### config.mk
export PLATFORM = sky130hd
export DESIGN_NAME = uart_tx_flat
export DESIGN_NICKNAME = d
export VERILOG_FILES = /design/src/rtl/uart_pkg.sv /design/src/rtl/uart_tx_if.sv /design/src/rtl/uart_baud_gen.sv /design/src/rtl/uart_tx.sv /design/src/flat_wrapper.sv
export SDC_FILE = /design/constraint.sdc
export NUM_CORES = 1
export LEC_CHECK = 0
export ABC_CLOCK_PERIOD_IN_PS = 1600
export CORE_ASPECT_RATIO = 1.2
export CORE_MARGIN = 8
export CORE_UTILIZATION = 46
export DETAILED_ROUTE_END_ITERATION = 10
export GPL_TIMING_DRIVEN = 0
export PLACE_DENSITY = 0.69
export SYNTH_ARGS = -nofsm -noshare
export SYNTH_HDL_FRONTEND = slang
export SYNTH_HIERARCHICAL = 1
export SYNTH_SLANG_ARGS = --single-unit
### constraint.sdc
create_clock -name clk -period 1.6 [get_ports clk]
set_clock_uncertainty 0.1 [all_clocks]
set_input_delay 0.24 -clock clk [delete_from_list [all_inputs] [get_ports clk]]
set_output_delay 0.24 -clock clk [all_outputs]
set_load 0.02 [all_outputs]
### src/rtl/uart_pkg.sv
// Shared UART types, line levels and bit-timing helper.
package uart_pkg;

    typedef enum logic [1:0] {
        S_IDLE  = 2'd0,
        S_START = 2'd1,
        S_DATA  = 2'd2,
        S_STOP  = 2'd3
    } uart_state_e;

    localparam logic LINE_IDLE = 1'b1;
    localparam logic START_LVL = 1'b0;
    localparam logic STOP_LVL  = 1'b1;

    function automatic int unsigned clks_per_bit(input int unsigned clk_freq,
                                                 input int unsigned baud);
        return clk_freq / baud;
    endfunction

endpackage

### src/rtl/uart_tx_if.sv
// Upstream word handshake into the UART transmitter.
interface uart_tx_if #(
    parameter int unsigned DATA_BITS = 8
) ();
    logic [DATA_BITS-1:0] tx_data;
    logic                 tx_valid;
    logic                 tx_ready;

    modport master (output tx_data, output tx_valid, input  tx_ready);
    modport slave  (input  tx_data, input  tx_valid, output tx_ready);
endinterface

### src/rtl/uart_baud_gen.sv
// Bit-period counter: bit_tick is high on the final clk of each bit period.
// clear restarts the period so every state entry gets a full bit.
module uart_baud_gen #(
    parameter int unsigned CLKS_PER_BIT = 1
) (
    input  logic clk,
    input  logic reset,
    input  logic clear,
    output logic bit_tick,
    output logic bit_tick_next_c
);
    localparam int unsigned CNT_W = (CLKS_PER_BIT > 1) ? $clog2(CLKS_PER_BIT) : 1;
    localparam logic [CNT_W-1:0] CNT_LAST = CNT_W'(CLKS_PER_BIT - 1);

    logic [CNT_W-1:0] cnt_q, cnt_d;
    logic             tick_q;

    // tick is precomputed so it can be registered alongside the count
    always_comb begin
        cnt_d = cnt_q + CNT_W'(1);
        if (clear || (cnt_q == CNT_LAST)) begin
            cnt_d = '0;
        end
        bit_tick_next_c = (cnt_d == CNT_LAST);
    end

    always_ff @(posedge clk) begin
        if (reset) begin
            cnt_q  <= '0;
            tick_q <= 1'b0;
        end else begin
            cnt_q  <= cnt_d;
            tick_q <= bit_tick_next_c;
        end
    end

    assign bit_tick = tick_q;
endmodule

### src/rtl/uart_tx.sv
// UART transmitter: start bit, LSB-first data, stop bit(s); all outputs registered.
module uart_tx
    import uart_pkg::*;
#(
    parameter int unsigned CLK_FREQ  = 115200,
    parameter int unsigned BAUD_RATE = 115200,
    parameter int unsigned DATA_BITS = 8,
    parameter int unsigned STOP_BITS = 1
) (
    input  logic     clk,
    input  logic     reset,
    uart_tx_if.slave tx_if,
    output logic     tx,
    output logic     tx_busy,
    output logic     tx_done
);
    localparam int unsigned CLKS_PER_BIT = clks_per_bit(CLK_FREQ, BAUD_RATE);
    localparam int unsigned BIT_CNT_W    = $clog2(DATA_BITS) + 1;
    localparam int unsigned STOP_CNT_W   = $clog2(STOP_BITS) + 1;

    if (CLKS_PER_BIT < 1) begin : g_bad_cpb
        $error("uart_tx: CLK_FREQ/BAUD_RATE must be at least 1");
    end
    if ((DATA_BITS < 5) || (DATA_BITS > 9)) begin : g_bad_data
        $error("uart_tx: DATA_BITS must be 5..9");
    end
    if ((STOP_BITS < 1) || (STOP_BITS > 2)) begin : g_bad_stop
        $error("uart_tx: STOP_BITS must be 1..2");
    end

    uart_state_e           state_q, state_d;
    logic [DATA_BITS-1:0]  shift_q, shift_d;
    logic [BIT_CNT_W-1:0]  bit_cnt_q, bit_cnt_d;
    logic [STOP_CNT_W-1:0] stop_cnt_q, stop_cnt_d;
    logic tx_q, tx_d, busy_q, busy_d, done_q, done_d, ready_q, ready_d;
    logic clear_c, bit_tick, bit_tick_next_c;

    uart_baud_gen #(.CLKS_PER_BIT(CLKS_PER_BIT)) u_baud (
        .clk             (clk),
        .reset           (reset),
        .clear           (clear_c),
        .bit_tick        (bit_tick),
        .bit_tick_next_c (bit_tick_next_c)
    );

    // Next state; outputs are derived from the next state so they line up with it
    always_comb begin
        state_d    = state_q;
        shift_d    = shift_q;
        bit_cnt_d  = bit_cnt_q;
        stop_cnt_d = stop_cnt_q;
        clear_c    = 1'b0;
        case (state_q)
            S_IDLE: begin
                if (tx_if.tx_valid && ready_q) begin
                    state_d = S_START;
                    shift_d = DATA_BITS'(tx_if.tx_data);
                    clear_c = 1'b1;
                end
            end
            S_START: begin
                if (bit_tick) begin
                    state_d   = S_DATA;
                    bit_cnt_d = '0;
                    clear_c   = 1'b1;
                end
            end
            S_DATA: begin
                if (bit_tick) begin
                    shift_d = shift_q >> 1;
                    if (bit_cnt_q == BIT_CNT_W'(DATA_BITS - 1)) begin
                        state_d    = S_STOP;
                        stop_cnt_d = '0;
                        clear_c    = 1'b1;
                    end else begin
                        bit_cnt_d = bit_cnt_q + BIT_CNT_W'(1);
                    end
                end
            end
            S_STOP: begin
                if (bit_tick) begin
                    if (stop_cnt_q == STOP_CNT_W'(STOP_BITS - 1)) begin
                        state_d = S_IDLE;
                        clear_c = 1'b1;
                    end else begin
                        stop_cnt_d = stop_cnt_q + STOP_CNT_W'(1);
                    end
                end
            end
            default: state_d = S_IDLE;
        endcase

        tx_d = LINE_IDLE;
        case (state_d)
            S_START: tx_d = START_LVL;
            S_DATA:  tx_d = shift_d[0];
            S_STOP:  tx_d = STOP_LVL;
            default: tx_d = LINE_IDLE;
        endcase
        busy_d  = (state_d != S_IDLE);
        ready_d = (state_d == S_IDLE);
        done_d  = (state_d == S_STOP) && (stop_cnt_d == STOP_CNT_W'(STOP_BITS - 1))
                  && bit_tick_next_c;
    end

    always_ff @(posedge clk) begin
        if (reset) begin
            state_q    <= S_IDLE;
            shift_q    <= '0;
            bit_cnt_q  <= '0;
            stop_cnt_q <= '0;
            tx_q       <= LINE_IDLE;
            busy_q     <= 1'b0;
            done_q     <= 1'b0;
            ready_q    <= 1'b0;
        end else begin
            state_q    <= state_d;
            shift_q    <= shift_d;
            bit_cnt_q  <= bit_cnt_d;
            stop_cnt_q <= stop_cnt_d;
            tx_q       <= tx_d;
            busy_q     <= busy_d;
            done_q     <= done_d;
            ready_q    <= ready_d;
        end
    end

    assign tx             = tx_q;
    assign tx_busy        = busy_q;
    assign tx_done        = done_q;
    assign tx_if.tx_ready = ready_q;
endmodule

### src/flat_wrapper.sv
// flat-port wrapper written by rule: the top's interface ports become plain ports
module uart_tx_flat import uart_pkg::*;
#(
    parameter int unsigned CLK_FREQ  = 115200,
    parameter int unsigned BAUD_RATE = 115200,
    parameter int unsigned DATA_BITS = 8,
    parameter int unsigned STOP_BITS = 1
)
  (clk, reset, tx, tx_busy, tx_done, tx_if_tx_data, tx_if_tx_valid, tx_if_tx_ready);
  uart_tx_if #(.DATA_BITS(DATA_BITS)) tx_if_i ();
  input  logic clk;
  input  logic reset;
  output logic tx;
  output logic tx_busy;
  output logic tx_done;
  input wire logic [$bits(tx_if_i.tx_data)-1:0] tx_if_tx_data;
  input wire logic [$bits(tx_if_i.tx_valid)-1:0] tx_if_tx_valid;
  output wire logic [$bits(tx_if_i.tx_ready)-1:0] tx_if_tx_ready;
  assign tx_if_i.tx_data = tx_if_tx_data;
  assign tx_if_i.tx_valid = tx_if_tx_valid;
  assign tx_if_tx_ready = tx_if_i.tx_ready;
  uart_tx #(.CLK_FREQ(CLK_FREQ), .BAUD_RATE(BAUD_RATE), .DATA_BITS(DATA_BITS), .STOP_BITS(STOP_BITS)) u_core (.clk(clk), .reset(reset), .tx_if(tx_if_i), .tx(tx), .tx_busy(tx_busy), .tx_done(tx_done));
endmodule
==> impl.org, run 1 <==
** Detailed routing
- Final ANT Viol Nets :: 0
- Using the TritonRoute via totals, the vias-per-cell ratio works out to 5.70.
- Detailed routing inserted a total of 855 vias.
- TritonRoute pass-1 iters :: 4
- For this run, design rule violations remaining after detail routing come to 0.
- Wires add up to 2.08 mm.
- Wire length per cell after detailed routing :: 13.9 microns
- The first routing iteration left 21 violations.

** Clock network
- Number of levels the H-tree was split into :: 1
- Clock tree from TritonCTS :: built
- Clock tree synthesis inserted a total of 3 buffers.
- CTS Root Buffer Type :: sky130_fd_sc_hd__clkbuf_4
- After clock tree synthesis, the clock-pin slew on the worst setup and hold paths is 0.11 ns.
- Clock tree synthesis found a total of 20 sinks.
- Clock latency on the worst-skew pair, taken at its later pin, is 0.29 ns.
- Clock Tree Buf Depth :: 2

** Final layout
- The area growth from synthesis to layout is 31.4%.
- Final core utilization :: 61.7%
- Share of final-layout standard cells stronger than drive strength 1 :: 24.6%
- The number of antenna diodes in the final layout is 0.
- Post-layout net count :: 143
- Number of filler cells placed in the layout :: 180

** Critical path
- Data arrival time at the worst-slack endpoint :: 1.73 ns
- STA classifies the critical path endpoint as a flip-flop.
- The worst register-to-register path begins at u_core/bit_cnt_q[1].
- Logic depth of the worst register-to-register path :: 5
- In this run the worst setup path terminates at u_core/tx_busy.
- The endpoint identified for the worst register-to-register timing path is u_core/tx_busy.
- Setup slack of the most critical reg-to-reg path :: -0.03 ns
- STA puts the critical path data required time at 1.70 ns.
- Worst-path maximum fanout :: 3
- By startpoint and endpoint, the worst setup path is classified as flip-flop to flip-flop.
- The critical path starts at u_core/bit_cnt_q[1].
- Worst Setup Start Kind :: flip-flop

** Floorplan
- In this run the vertical extent of the chip is 65.5 microns.
- 15 I/O pins were placed.
- Initial Utilization :: 46.9%
- The floorplan step defined a die boundary enclosing 0.00375 sq mm.
- The core region is 0.00200 sq mm.
- The floorplan has 18 rows.
- Overall die width :: 57.3 microns

** Place
- Total half-perimeter wirelength after legalization and detailed placement :: 1.48 mm
- Buffers placed on the I/O ports in this run total 14.
- Post-place setup slack :: -0.281 ns
- Routability-driven placement finished with a final weighted congestion of 0.743.

** Power
- Leakage power :: 0.497 nW
- VDD IR max :: 579 uV
- Dividing total power by cell area gives a power density of 823 mW/mm^2.
- Pwr Total :: 1.02 mW

** Run status
- Failing checks :: setup timing
- The flow ran to the end, but the final reports show violations.

** STA
- The final critical path takes up 102% of the cycle.
- Setup violations remaining at the end of the flow were counted as 1.
- The smallest clock period supported by the final layout is computed as 1.63 ns.
- For this run, the top clock speed supported by timing is 612 MHz.
- The total count of max-transition violations in the final report was 0.
- Post-route worst hold slack :: 0.365 ns
- Setup repair after global routing could not meet its margin everywhere.
- Final hold violation count :: 0
- Smallest setup slack after layout :: -0.0350 ns

** Synthesis
- Synthesis produced a netlist with a net count of 117.
- Gate Count Post-Synth :: 105
- Synth Cell Area :: 941 sq um
- The Yosys step of the flow raised 6 warnings.
- Post-synthesis area per instance :: 8.96 sq um

** Global route
- The first global-routing pass estimated 3.62 mm of wire.
- Initial antenna violation count :: 0
- Entering global routing, the biggest net connects 12 pins.
- For this run the aggregate overflow at the end of global routing stands at 0.
- Via count of the first global-routing pass :: 843
- Overall routing resource usage :: 11.8%

** Hold path
- In this run the worst hold path is classified as flip-flop to flip-flop.

** Flow run
- Max-cap violations in this run came to 0.
layer usage:
layer	GRT usage (%)	vias up	share of wire (%)
li1	-	426	-
met1	14.0	405	44
met2	20.6	22	52
met3	1.95	2	3.4
met4	4.70	0	0.58
met5	0	-	0
worst min path at each step:
| stage | endpoint | depth (start not counted) | from |
|---|---|---|---|
| 3_3_place_gp | u_core/shift_q[2] | 2 | u_core/shift_q[2] |
| 6_report | u_core/shift_q[5] | 2 | u_core/shift_q[5] |
| 3_5_place_dp | u_core/shift_q[2] | 2 | u_core/shift_q[2] |
| 2_1_floorplan | u_core/u_baud/bit_tick | 1 | reset |
| 5_1_grt | u_core/shift_q[5] | 2 | u_core/shift_q[5] |
| 4_1_cts | u_core/shift_q[2] | 2 | u_core/shift_q[2] |
timing repair:
item                                    4_1_cts  5_1_grt
endpoints found under the setup margin        4       14
hold buffers                                  0        0
pin swaps                                     1        1
resized for setup                             7        9
buffers inserted                              6        3
power breakdown:
part           internal [mW]  switching, mW  leakage, nW
combinational          0.102         0.0884        0.311
sequential             0.526         0.0152        0.165
clock                  0.139          0.148       0.0210
total                  0.767          0.251        0.497
cells in the final DEF, fill, tap and decap left out, drive strengths merged, types with 2 or more instances in the layout:
master,count
buf,15
nor2,10
clkbuf,6
xor2,3
nand4,2
o21bai,2
nand2,9
inv,2
and3,2
nor2b,2
clkdlybuf4s50,12
dfxtp,20
o21ai,3
nor3b,2
and3b,2
a21bo,2
a22oi,7
a21oi,9
state kept, by name (all words and copies together) (netlist names):
name,cells
u_core/tx_done,1
u_core/shift_q,8
u_core/tx,1
u_core/bit_cnt_q,4
u_core/tx_busy,1
u_core/u_baud/bit_tick,1
u_core/state_q,2
u_core/tx_if.tx_ready,1
u_core/stop_cnt_q,1
metrics by stage:
| stage | std cells | setup TNS (ns) | cell area [sq um] |
|---|---|---|---|
| 4_1_cts | 147 | -0.00779 | 1190 |
| 2_1_floorplan | 105 | -0.0456 | 947 |
| 3_3_place_gp | 139 | -1.96 | 1110 |
| 5_1_grt | 150 | -0.118 | 1240 |
| 3_5_place_dp | 139 | -2.45 | 1110 |
| 6_report | 150 | -0.0350 | 1240 |
area by class of cell:
type	count	area (sq um)	share of cell area (%)
Multi-Input combinational cell	73	493	39.9
Clock buffer	4	36.3	2.94
Inverter	2	7.51	0.607
Tap cell	20	25.0	2.02
Timing Repair Buffer	23	213	17.2
Buffer	8	56.3	4.55
Sequential cell	20	405	32.8
worst max-delay path, stage by stage, from the launching register on:
cell	delay (ns)
sky130_fd_sc_hd__dfxtp_2	0.35
sky130_fd_sc_hd__ha_4	0.16
sky130_fd_sc_hd__and3b_2	0.21
sky130_fd_sc_hd__a221o_1	0.36
sky130_fd_sc_hd__nor2b_4	0.15
sky130_fd_sc_hd__or2_1	0.20
No activity file was read; power rests on OpenSTA's default activity.
==> run 2: changes to the inputs <==
HOLD_SLACK_MARGIN = 0.05   (was default)
==> results of run 2 <==
Final layout, timing and power as in run 1 (identical DEF).
